**src/rtl/stream_mux_pkg.sv**
```systemverilog
// Shared constants for the stream multiplexer.
//   DEFAULT_STREAM_MUX_CHANNELS / DEFAULT_STREAM_MUX_BUS_SIZE : default geometry
//   STREAM_MUX_MODE_*                                          : arbitration mode encodings
package stream_mux_pkg;

    localparam int DEFAULT_STREAM_MUX_CHANNELS = 4;
    localparam int DEFAULT_STREAM_MUX_BUS_SIZE = 32;

    localparam int STREAM_MUX_MODE_SELECT   = 0;
    localparam int STREAM_MUX_MODE_PRIORITY = 1;
    localparam int STREAM_MUX_MODE_RR       = 2;

endpackage

```
**src/rtl/rr_arbiter.sv**
```systemverilog
// Round-robin request search: grants the first requesting channel at or above
// `pointer`, wrapping around to channel 0. With pointer tied to 0 it degenerates
// to fixed priority (lowest index wins).
//   request  in  CHANNELS  per-channel request
//   pointer  in  PTR_W     channel where the search starts
//   enable   in  1         zero grant when low
//   grant    out CHANNELS  one-hot grant, or zero when nothing requests
module rr_arbiter #(
    parameter int CHANNELS = 4,
    parameter int PTR_W    = 2
) (
    input  logic [CHANNELS-1:0] request,
    input  logic [PTR_W-1:0]    pointer,
    input  logic                enable,
    output logic [CHANNELS-1:0] grant
);

    logic found;

    always_comb begin
        grant = '0;
        found = 1'b0;
        if (enable) begin
            // Upper segment first: channels at or above the pointer.
            for (int i = 0; i < CHANNELS; i++) begin
                if (!found && request[i] && (i >= int'(pointer))) begin
                    grant[i] = 1'b1;
                    found    = 1'b1;
                end
            end
            // Wrapped segment: only reached when nothing at/above the pointer requests,
            // so the lowest requester overall is the correct wrap-around winner.
            for (int i = 0; i < CHANNELS; i++) begin
                if (!found && request[i]) begin
                    grant[i] = 1'b1;
                    found    = 1'b1;
                end
            end
        end
    end

endmodule

```
**src/rtl/stream_mux.sv**
```systemverilog
// Registered, flow-controlled N-to-1 stream multiplexer with packet locking.
// A multi-beat packet (last=0 beats) locks the grant to its channel until the
// beat carrying last=1 is taken, so packets are never interleaved.
//   clk, reset      clock and synchronous active-high reset
//   selector        binary channel select (MODE=select only)
//   in_valid        per-channel valid
//   in_last         per-channel end-of-packet flag
//   data_in         flattened channel data, channel i at [i*BUS_SIZE +: BUS_SIZE]
//   in_ready        per-channel ready, at most one bit high
//   out_valid       output register holds a beat
//   out_ready       consumer accepts the beat
//   data_out        registered data
//   out_last        registered end-of-packet flag
//   out_channel     source channel of the held beat
module stream_mux
    import stream_mux_pkg::*;
#(
    parameter int CHANNELS = DEFAULT_STREAM_MUX_CHANNELS,
    parameter int BUS_SIZE = DEFAULT_STREAM_MUX_BUS_SIZE,
    parameter int MODE     = STREAM_MUX_MODE_SELECT,
    parameter int SEL_W    = $clog2(CHANNELS)
) (
    input  logic                         clk,
    input  logic                         reset,
    input  logic [SEL_W-1:0]             selector,
    input  logic [CHANNELS-1:0]          in_valid,
    input  logic [CHANNELS-1:0]          in_last,
    input  logic [CHANNELS*BUS_SIZE-1:0] data_in,
    output logic [CHANNELS-1:0]          in_ready,
    output logic                         out_valid,
    input  logic                         out_ready,
    output logic [BUS_SIZE-1:0]          data_out,
    output logic                         out_last,
    output logic [SEL_W-1:0]             out_channel
);

    localparam bit IsSelect = (MODE == STREAM_MUX_MODE_SELECT);
    localparam bit IsRr     = (MODE == STREAM_MUX_MODE_RR);

    logic                locked_q;
    logic [SEL_W-1:0]    lock_ch_q;
    logic [SEL_W-1:0]    rr_ptr_q;

    logic [CHANNELS-1:0] sel_grant;
    logic [CHANNELS-1:0] arb_grant;
    logic [CHANNELS-1:0] lock_grant;
    logic [CHANNELS-1:0] grant;
    logic [SEL_W-1:0]    arb_ptr;
    logic                load;

    logic                hs;
    logic [SEL_W-1:0]    hs_ch;
    logic [BUS_SIZE-1:0] hs_data;
    logic                hs_last;
    logic [SEL_W-1:0]    rr_next;

    // External select: out-of-range selector values match no channel.
    always_comb begin
        sel_grant = '0;
        for (int i = 0; i < CHANNELS; i++) begin
            sel_grant[i] = in_valid[i] && (int'(selector) == i);
        end
    end

    // Priority mode is the round-robin search with the pointer pinned to 0.
    assign arb_ptr = IsRr ? rr_ptr_q : '0;

    rr_arbiter #(
        .CHANNELS (CHANNELS),
        .PTR_W    (SEL_W)
    ) u_rr_arbiter (
        .request (in_valid),
        .pointer (arb_ptr),
        .enable  (!IsSelect),
        .grant   (arb_grant)
    );

    // While locked only the owning channel may proceed; if it is idle the mux stalls.
    always_comb begin
        lock_grant = '0;
        for (int i = 0; i < CHANNELS; i++) begin
            lock_grant[i] = in_valid[i] && (int'(lock_ch_q) == i);
        end
    end

    assign grant    = locked_q ? lock_grant : (IsSelect ? sel_grant : arb_grant);
    assign load     = !out_valid || out_ready;
    assign in_ready = (load && !reset) ? grant : '0;

    // in_ready is only ever raised on a valid channel, so any ready bit is a handshake.
    assign hs = |in_ready;

    always_comb begin
        hs_ch   = '0;
        hs_data = '0;
        hs_last = 1'b0;
        for (int i = 0; i < CHANNELS; i++) begin
            if (in_ready[i]) begin
                hs_ch   = SEL_W'(i);
                hs_data = data_in[i*BUS_SIZE +: BUS_SIZE];
                hs_last = in_last[i];
            end
        end
    end

    assign rr_next = (int'(hs_ch) == CHANNELS - 1) ? '0 : hs_ch + SEL_W'(1);

    always_ff @(posedge clk) begin
        if (reset) begin
            out_valid   <= 1'b0;
            data_out    <= '0;
            out_last    <= 1'b0;
            out_channel <= '0;
            locked_q    <= 1'b0;
            lock_ch_q   <= '0;
            rr_ptr_q    <= '0;
        end else begin
            if (hs) begin
                out_valid   <= 1'b1;
                data_out    <= hs_data;
                out_last    <= hs_last;
                out_channel <= hs_ch;
                locked_q    <= !hs_last;
                if (!hs_last) begin
                    lock_ch_q <= hs_ch;
                end else begin
                    rr_ptr_q  <= rr_next;
                end
            end else if (out_ready) begin
                out_valid <= 1'b0;
            end
        end
    end

endmodule

```
**config.mk**
```make
export PLATFORM = sky130hd
export DESIGN_NAME = stream_mux
export DESIGN_NICKNAME = d
export VERILOG_FILES = /design/src/rtl/stream_mux_pkg.sv /design/src/rtl/rr_arbiter.sv /design/src/rtl/stream_mux.sv
export SDC_FILE = /design/constraint.sdc
export NUM_CORES = 1
export LEC_CHECK = 0
export BUFFER_PORTS_ARGS = -buffer_cell sky130_fd_sc_hd__buf_2
export CAP_MARGIN = 20
export CORE_MARGIN = 2
export CORE_UTILIZATION = 38
export CTS_CLUSTER_SIZE = 8
export DETAILED_ROUTE_END_ITERATION = 7
export HOLD_SLACK_MARGIN = 0.12
export MAX_ROUTING_LAYER = met4
export PLACE_DENSITY = 0.84
export RECOVER_POWER = 50
export SLEW_MARGIN = 10
export SYNTH_ARGS = -nofsm -noshare
export SYNTH_HDL_FRONTEND = slang
export SYNTH_HIERARCHICAL = 1
export SYNTH_SLANG_ARGS = --single-unit
```
**constraint.sdc**
```tcl
create_clock -name clk -period 1.9 [get_ports clk]
set_input_delay 0.19 -clock clk [delete_from_list [all_inputs] [get_ports clk]]
set_output_delay 0.19 -clock clk [all_outputs]
set_load 0.05 [all_outputs]
```
# After elaboration in Yosys (flattened, before gate mapping)
# Index checks and enable logic that the tools add are counted.
# totals
regBits,39
out_inout_bits,40
word_cells,46
# classes
n_eq_ne,6
n_mux,15
bitwise,1
n_reduce_logical,18
# ops
cell,n
$mux 32,4
$logic_and 1x1->1,9
$eq 2x2->1 const B,4
$mux 4,2
$mux 1,7
$eq 2x1->1 const B,2
$logic_not 2->1,2
$mux 2,2
$reduce_or 4->1,1
$logic_not 1->1,3
$reduce_and 2->1,1
$reduce_bool 2->1,1
$logic_or 1x1->1,1
$not 1->1,1

# Logic depth before layout (Yosys ltp)
# logic_depth
ltp_word,10
mapped_depth,7

# Least setup slack after synthesis
# OpenSTA, ideal clock, no wires.
# synth_timing
path_type,register to register
from,register locked_q
to,register out_channel[0]
t_arrival_ns,2.137
required_ns,1.768
path_slack_ns,-0.369
stages_incl_launch_ff,7
path_buffers,1
period_less_slack_ns,2.269
path_cell_list,dfxtp_1 mux2i_1 clkbuf_1 nand2_1 nor2_1 or3b_1 a21oi_1
# synth_via
word_cells_on_any_way,6
# synth_rtl
item,line,source
from (decl),stream_mux.sv:40,logic locked_q;
from (signal assigned),stream_mux.sv:123,locked_q <= !hs_last;
$mux 4 *,stream_mux.sv:86,assign grant = locked_q ? lock_grant : (IsSelect ? sel_grant : arb_grant);
$mux 4 *,stream_mux.sv:88,assign in_ready = (load && !reset) ? grant : '0;
named net in_ready[2],stream_mux.sv:29,"output logic [CHANNELS-1:0] in_ready,"
$mux 2 (2 in series),stream_mux.sv:98,if (in_ready[i]) begin
to (signal assigned),stream_mux.sv:122,out_channel <= hs_ch;
to (decl),stream_mux.sv:34,output logic [SEL_W-1:0] out_channel
# The timed path passes the listed nets; every way through them passes the cells marked *.
# A chain may end at the register's enable or synchronous reset.

# Worst setup path in the final report
# layout_timing
from,register locked_q
to,register data_out[4]
# layout_via
elab_chain_len,6
word_cells_on_any_way,7
# layout_rtl
item,line,source
$mux 4 *,stream_mux.sv:86,
$mux 4 *,stream_mux.sv:88,
$mux 32 (4 in series),stream_mux.sv:98,
to (signal assigned),stream_mux.sv:120,data_out <= hs_data;
to (decl),stream_mux.sv:32,"output logic [BUS_SIZE-1:0] data_out,"
# Mark *: on every way between the ends. The rest lies on a longest branch, timed or not.

==> impl_results.md <==
- Worst Hold End: data_out[13]
- Req. time, crit path: 2.11 ns
- Hold Crit Depth: 3
- Final min period: 1.91 ns
- Die Wd: 86.1 um
- Die Footprint: 7420 um^2
- CP Launch Type: register
- Slew HR: 0.586
- Hold_sp: data_in[109]
- R2R setup slack: -0.008 ns
- Setup WS post-layout: -0.00817 ns
- Port Buffers: 180
- # setup viols final: 1
- # DRC: 0
- Unrepaired setup endpoints after global routing: true
- Total number of vias: 3397
- Place WS: -0.0333 ns
- Max FO, Critical Path: 16
- Final hold vios: 0
- Starting DRC count in detailed routing: 159
- Die H: 86.1 um
- Core Area: 6420 um^2
- Syn avg cell area: 7.24 um^2
- PD cells: 747 nW/um^2
- Area Growth Syn to Fin: 47.9%
- Root buf cell: clkbuf_8
- Synth top area share: 0.305
- Syn_nets: 495
- Nets@finish: 669
- Post-DP HPWL: 7150 um
- P_leak: 1.79 nW
- # hold bufs at CTS: 0
- Slew Limit Fails: 0
- #FFs+latches synth: 39
- Drt wl/cell: 15.8 um
- Floorplan row count: 29
- Worst min path class: input port to register
- First-pass GRT wire length: 15000 um
- Congestion Overflow GR: 0
- Clock sink total: 39
- FF-to-FF Start: locked_q
- Cts bufs inserted: 5
- Synthesized cell area: 2560 um^2
- CP Class: register to register
- Gr usage total: 0.257
- Starting density of the core: 0.399
- Fmax: 0.524 GHz
- Top cells by area, synth: dfxtp_1, o22a_1, a21oi_1
- VDD IR-drop max: 418 uV
- Detailed-route vias per instance: 5.61
- Count of cell types in the netlist: 36
- Fraction of layout cells with a size suffix above 1: 0.386
- Final wirelength: 9580 um
- Leading area contributor after synthesis: dfxtp_1
- Final Util: 0.590
- Outcome: complete, but fails checks
- Largest net degree at the start of global routing: 27
- I/O Pins: 181
- N_diodes: 0
- Worst Max-Slew Pin Slew: 0.624 ns
- Number of global-route vias before repair: 3262
- Initial antenna violation count: 0
- Clock Skews: 0.00982 ns
- Reg2Reg Depth: 7
- ANT nets after route: 0
- RR Endpoint: data_out[4]
- Clock Path Buffers: 2
- Reg clk slew, reported paths: 0.08 ns
- CTS H-tree depth: 2
- Max Cap Viol: 0
- Final Cycle Share: 1.00
- CTS tree: done
- Cells after synthesis: 354
- Seq/Total Area, Yosys: 0.305
- Worst setup EP type: register
- Skew-Pair Late Insertion Delay: 0.29 ns
- Synth warn: 6
- Pre-antenna DRT Iters: 7
- Violated checks: negative setup slack
- Worst Path Arrival: 2.12 ns
- Routability Congestion: 0.926
==> cells by family (layout without fill, tap and decap cells) <==
family | Yosys count | after routing | share of synthesized area
simple gates | 137 | 137 | 0.260
compound gates | 133 | 133 | 0.336
flops | 39 | 39 | 0.305
buf+inv | 37 | 212 | 0.0639
mux | 8 | 8 | 0.0356
==> worst max-delay path by stage <==
stage | depth (start not counted) | slack, ns | from | to
after CTS | 6 | -0.005 | locked_q | in_ready[0]
after floorplan | 3 | 0.003 | locked_q | in_ready[1]
final | 7 | -0.008 | locked_q | data_out[4]
after global routing | 7 | -0.08 | locked_q | data_out[4]
after global placement | 6 | 0.06 | locked_q | lock_ch_q[1]
after detailed placement | 6 | -0.03 | locked_q | lock_ch_q[0]
==> registers in the layout (all words and copies together), names as in the netlist <==
signal	count
data_out	32
out_last	1
out_valid	1
locked_q	1
out_channel	2
lock_ch_q	2
==> synthesized netlist by cell type (all sizes together) <==
cell / count
a21oi: 42
dfxtp: 39
nand2: 36
nor2: 35
and3: 30
o21ai: 27
a31oi: 26
o22a: 26
nand3: 25
clkbuf: 24
buf: 11
a211oi: 6
mux2i: 5
and2: 3
mux2: 3
inv: 2
nand2b: 2
a21o: 1
a221o: 1
a221oi: 1
a22oi: 1
nand4: 1
nor2b: 1
nor3: 1
nor3b: 1
o31ai: 1
o32ai: 1
or3: 1
or3b: 1
==> worst max-delay path: stages (launching register included) <==
cell	delay (ns)
dfxtp_4	0.38
buf_6	0.12
mux2_4	0.34
mux2_4	0.35
a221oi_4	0.28
buf_6	0.21
nand2_1	0.06
o21ai_1	0.08
==> per-stage QoR <==
stage	std cells	instance area (um^2)	setup TNS (ns)	total power [mW]	hold slack, ns
2_1_floorplan	354	2590	0	1.80	0.340
3_5_place_dp	596	3600	-0.0562	2.20	0.440
6_report	606	3790	-0.00817	2.83	0.147
4_1_cts	604	3740	-0.00484	2.83	0.141
5_1_grt	606	3790	-1.53	2.98	0.152
3_3_place_gp	596	3600	0	2.17	0.429
==> layout by cell type, fill, tap and decap left out, types with 2 or more instances in the layout <==
cell	count
nand3_1	25
dfxtp_1	37
mux2i_4	2
nand2_1	35
o22a_1	26
mux2i_1	3
clkbuf_1	25
buf_12	2
a21oi_1	42
o21ai_2	2
o21ai_1	24
and3_1	28
buf_8	2
a31oi_1	26
a211oi_1	6
clkbuf_8	7
buf_6	4
buf_4	16
mux2_4	3
buf_2	152
nor2_1	34
and2_1	2
nand2b_1	2
==> final cells by class <==
class / count / area, um^2
Clock buffer: 8 / 100
Sequential cell: 39 / 786
Fill cell: 606 / 2630
Tap cell: 77 / 96.3
Timing Repair Buffer: 202 / 1120
Multi-Input combinational cell: 278 / 1680
Inverter: 2 / 10.0
==> routing by layer <==
layer / part of all wire / vias to the layer above / GRT usage
met5: 0 / - / -
met4: 0.017 / 0 / 0.0909
met3: 0.086 / 16 / 0.0433
met2: 0.51 / 215 / 0.455
met1: 0.38 / 1520 / 0.290
li1: - / 1646 / -
==> repair_timing <==
| item | CTS | global route |
|---|---|---|
| pin swaps | 1 | 0 |
| buffers inserted | 0 | 1 |
| endpoints found under the setup margin | 11 | 39 |
| gates cloned | 0 | 1 |
| resized for setup | 10 | 16 |
==> power breakdown <==
part	switching [mW]	leakage (nW)	internal (mW)
registers	0.0614	0.322	0.924
clock network	0.282	0.0515	0.332
logic	0.801	1.41	0.431
Power figures use the tool's default switching activity.
